### src/rtl/tts_pkg.sv
// tts_pkg: shared state enum and sizing constants for the truth table sweeper
package tts_pkg;
  typedef enum logic [1:0] {IDLE, DRIVE, DONE} tts_state_t;
  localparam int TTS_NUM_INPUTS = 7;
  localparam int TTS_NUM_VECTORS = 128;
  localparam int TTS_WEIGHT_W = 8;
endpackage

### src/rtl/tts_vector_counter.sv
// tts_vector_counter: vector index plus per-vector hold counter with sample strobes
module tts_vector_counter
  import tts_pkg::*;
#(
  parameter int SETTLE_CYCLES = 0
) (
  input  logic                      clk,
  input  logic                      rst_n,
  input  logic                      clr,
  input  logic                      en,
  output logic [TTS_NUM_INPUTS-1:0] idx,
  output logic                      sample_now,
  output logic                      last_sample
);
  logic [3:0] hold;
  assign sample_now = en && (hold == 4'(SETTLE_CYCLES));
  assign last_sample = sample_now && (idx == '1);
  // hold each index SETTLE_CYCLES+1 cycles, advancing on the sample cycle
  always_ff @(posedge clk or negedge rst_n)
    if (!rst_n) begin
      idx <= '0;
      hold <= '0;
    end else if (clr) begin
      idx <= '0;
      hold <= '0;
    end else if (en) begin
      idx <= sample_now ? idx + 1'b1 : idx;
      hold <= sample_now ? '0 : hold + 1'b1;
    end
endmodule

### src/rtl/truth_table_sweeper.sv
// truth_table_sweeper: sweeps all 128 inputs of a 7-input cell and captures its truth table (optional check: TRUTH_TABLE_SWEEPER_CHECK_EN)
module truth_table_sweeper
  import tts_pkg::*;
#(
  parameter int SETTLE_CYCLES = 0
`ifdef TRUTH_TABLE_SWEEPER_CHECK_EN
  , parameter logic [TTS_NUM_VECTORS-1:0] EXPECTED_TT = '0
`endif
) (
  input  logic                       clk,
  input  logic                       rst_n,
  input  logic                       start,
  output logic                       busy,
  output logic                       done,
  output logic [TTS_NUM_INPUTS-1:0]  dut_x,
  input  logic                       dut_out,
  output logic [TTS_NUM_VECTORS-1:0] truth_table,
  output logic [TTS_WEIGHT_W-1:0]    weight
`ifdef TRUTH_TABLE_SWEEPER_CHECK_EN
  , output logic                     match
`endif
);
  tts_state_t state, state_d;
  logic accept, sample_now, last_sample;
  logic [TTS_NUM_INPUTS-1:0] idx;
  logic [TTS_NUM_VECTORS-1:0] tt_nxt;
  assign accept = (state == IDLE) && start;
  tts_vector_counter #(.SETTLE_CYCLES(SETTLE_CYCLES)) u_cnt (
    .clk(clk),
    .rst_n(rst_n),
    .clr(accept),
    .en(state == DRIVE),
    .idx(idx),
    .sample_now(sample_now),
    .last_sample(last_sample)
  );
  // state register
  always_ff @(posedge clk or negedge rst_n)
    if (!rst_n) state <= IDLE;
    else state <= state_d;
  // next state and outputs; DONE always lasts a single cycle
  always_comb begin
    state_d = accept ? DRIVE :
              (state == DRIVE && last_sample) ? DONE :
              (state == DONE) ? IDLE : state;
    busy = state == DRIVE;
    done = state == DONE;
    dut_x = busy ? idx : '0;
  end
  // table with the current sample merged in, so the final compare sees bit 127
  always_comb begin
    tt_nxt = truth_table;
    tt_nxt[idx] = dut_out;
  end
  // capture register and one-count accumulator
  always_ff @(posedge clk or negedge rst_n)
    if (!rst_n) begin
      truth_table <= '0;
      weight <= '0;
    end else if (accept) begin
      truth_table <= '0;
      weight <= '0;
    end else if (sample_now) begin
      truth_table <= tt_nxt;
      weight <= weight + {{(TTS_WEIGHT_W-1){1'b0}}, dut_out};
    end
`ifdef TRUTH_TABLE_SWEEPER_CHECK_EN
  // signature compare registered at the final sample
  always_ff @(posedge clk or negedge rst_n)
    if (!rst_n) match <= (EXPECTED_TT == '0);
    else if (accept) match <= (EXPECTED_TT == '0);
    else if (last_sample) match <= (tt_nxt == EXPECTED_TT);
`endif
endmodule

### config.mk
export PLATFORM = sky130hd
export DESIGN_NAME = truth_table_sweeper
export DESIGN_NICKNAME = d
export VERILOG_FILES = /design/src/rtl/tts_pkg.sv /design/src/rtl/tts_vector_counter.sv /design/src/rtl/truth_table_sweeper.sv
export SDC_FILE = /design/constraint.sdc
export NUM_CORES = 1
export LEC_CHECK = 0
export CAP_MARGIN = 20
export CORE_MARGIN = 3
export CORE_UTILIZATION = 45
export DETAILED_ROUTE_END_ITERATION = 6
export PLACE_DENSITY = 0.83
export SYNTH_ARGS = -nofsm -noshare
export SYNTH_HDL_FRONTEND = slang
export SYNTH_HIERARCHICAL = 1
export SYNTH_SLANG_ARGS = --single-unit
export TNS_END_PERCENT = 1
### constraint.sdc
create_clock -name clk -period 2.2 [get_ports clk]
set_clock_uncertainty 0.05 [all_clocks]
set_input_delay 0.44 -clock clk [delete_from_list [all_inputs] [get_ports clk]]
set_output_delay 0.44 -clock clk [all_outputs]
set_load 0.005 [all_outputs]
==> flow_summary.toml <==
[outcome]
status = "complete, no violations"

[finish]
area_growth_pct = 33.7
fillerInstances = 1241
drive_gt1_frac = 0.119
most-common-layout-cells = "nand2_1, dfrtp_1, clkdlybuf4s50_1"
diodes = 0
multi_input_comb_area_um2 = 3150
final_cell_area_um2 = 9650
finalNetCount = 831
ff_latch_area_um2 = 3730
final_common_cell = "nand2_1"

[worst_setup_path]
crit_arrival_ns = 1.59
worstSetupPathType = "reg -> out"
cp.required_ns = 1.71
path_max_fanout = 13
startpoint_type = "flip-flop"
end_kind = "output pin"
r2r_setup_slack_ns = 0.12

[route]
drc_errors = 0
viasPerCell = 5.53
ant_nets = 0
drt_iter0_drc = 546
wl_mm = 19.6
vias = 5774
dr.pass1.iters = 5
routedWlPerCell_um = 18.8

[global_routing]
grt_max_degree = 90
antenna_found_initial = 0
grt.overflow.total = 0
grt_pass1_vias = 5770
grt_usage = 0.224
grt_pass1_wl_mm = 31.7

[logic_synthesis]
synth_seq_cells = 149
async_flop_share = 1.00
avgSynthCellArea_um2 = 10.6
synth_warnings = 6
synth_nets = 687
synthFlopType = "dfrtp_1"
yosysSeqAreaShare = 0.517
syn_inst = 678
syn_area_um2 = 7210
synth_top_area_cell = "dfrtp_1"
ys_types = 44
synth_edf_count = 0
synthTopCellsByArea = "dfrtp_1, mux2i_1, nand2_1"
synth_top_area_frac = 0.517

[floorplan]
die_x_um = 133
core.rowCount = 45
die_area_um2 = 17600
start_util = 0.468
core_um2 = 15400
io_pins = 149
fp.dieH_um = 133

[placement]
dpl.hpwl_mm = 12.6
port_buffers = 148
placed_area_um2 = 8990
gp_congestion = 0.787

[power]
vdd_ir_drop_max_v = 0.000603
power_leakage_nw = 4.59
power_density_nw_per_um2 = 1020

[sta]
rsz0062_at_grt = "false"
fmax_mhz = 480
slew_viol_final = 0
setup_viol = 0
setup_tns_ns = 0
hold_viol = 0
period_needed_ns = 2.08
post-route-period-util = 0.946
slew_headroom = 0.614
worst_slew_pin_slew_ns = 0.577

[cts]
cts_max_level = 4
ctsRootBufferMaster = "clkbuf_16"
insertion_delay_ns = 0.42
cts.sinks = 149
path_clk_slew_ns = 0.06
cts_max_path_buffers = 2
tritoncts = "yes"
cts_made_buffers = 17

[min_path]
hold_class = "in -> async"

[run]
max_cap_viol_count = 0
critical path, stage by stage, from the launching register on:
cell and delay [ns]:
dfrtp_2 0.44, nor2b_4 0.15, buf_8 0.15, and2_1 0.13, dlygate4sd2_1 0.30
synth_stat cells, types with 2 or more instances:
library cell,number
buf_8,3
nand4bb_1,3
nand4_1,7
nor4b_4,4
nor2_1,11
dfrtp_1,149
nand2_1,186
nand3_1,3
o21ai_0,4
a21oi_1,7
and4b_1,3
o211ai_1,40
buf_1,2
xor2_1,5
nand4b_2,3
or4_1,2
and2_1,8
or3_1,3
inv_1,5
mux2_2,3
clkbuf_1,9
nand4b_1,3
ha_1,5
o31ai_1,42
buf_2,41
nor3_1,2
clkbuf_2,6
mux2i_1,91
and4bb_2,9
nor2b_1,5
sequential cells by signal, indices dropped and copies added (netlist names):
signal       count
u_cnt/hold       4
truth_table    128
u_cnt/idx        7
state            2
weight           8
where the power goes:
part	switching (mW)	internal (mW)	total, mW	leakage [nW]
Combinational	1.43	1.58	3.01	2.39
Sequential	0.504	3.28	3.79	1.91
Clock	1.11	1.92	3.03	0.296
Total	3.04	6.78	9.82	4.59
repair_timing:
action	in CTS	in global routing
resized for setup	8	6
gates cloned	0	0
hold endpoints to repair	34	0
hold buffers	1	0
buffers inserted	1	1
setup endpoints to repair	8	17
pin swaps	0	1
metrics by stage:
step	power, mW	hold slack, ns	instances	util	setup WS (ns)
after floorplan	5.25	0.0944	678	-	0.0629
after global routing	10.3	0.474	1044	0.625	0.00142
final	9.82	0.445	1044	0.625	0.119
after CTS	9.86	0.457	1043	0.624	0.0134
after detailed placement	6.86	0.328	1011	0.583	0.0752
after global placement	6.75	0.325	1011	0.583	0.160
logic make-up (layout without fill, tap and decap cells):
logic type	after synthesis	in the layout	synth area share
adders and majority gates	5	5	0.00867
xor gates and xnor gates	6	6	0.00729
buffers and inverters	69	224	0.0503
and+or+nand+nor	261	261	0.192
muxes	94	94	0.131
DFF	149	149	0.517
AOI/OAI and AO/OA	94	94	0.0940
path summary, 6_finish.rpt:
check | cells after the start | to | startpoint
setup reg to reg | 8 | truth_table[42] | u_cnt/hold[0]
setup / recovery | 4 | dut_x[4] | state[1]
hold / removal | 2 | truth_table[41] | rst_n
max in group asynchronous | 3 | state[1] | rst_n
min in group clk | 2 | truth_table[87] | truth_table[87]
hold reg to reg | 2 | truth_table[87] | truth_table[87]
layer usage:
layer / vias to the layer above / GRT usage / part of all wire
li1: 2664 / - / -
met1: 2878 / 0.307 / 0.44
met2: 194 / 0.353 / 0.49
met3: 38 / 0.0441 / 0.047
met4: 0 / 0.0889 / 0.028
met5: - / 0 / 0
final cells by class:
type	count	share of cell area
multi-input cells	460	0.327
inverters	6	0.00233
repair buffers	188	0.193
clock buffers	22	0.0512
well taps	211	0.0274
flip-flops and latches	149	0.387
clock inverters	8	0.0127
No activity file was read; power rests on OpenSTA's default activity.
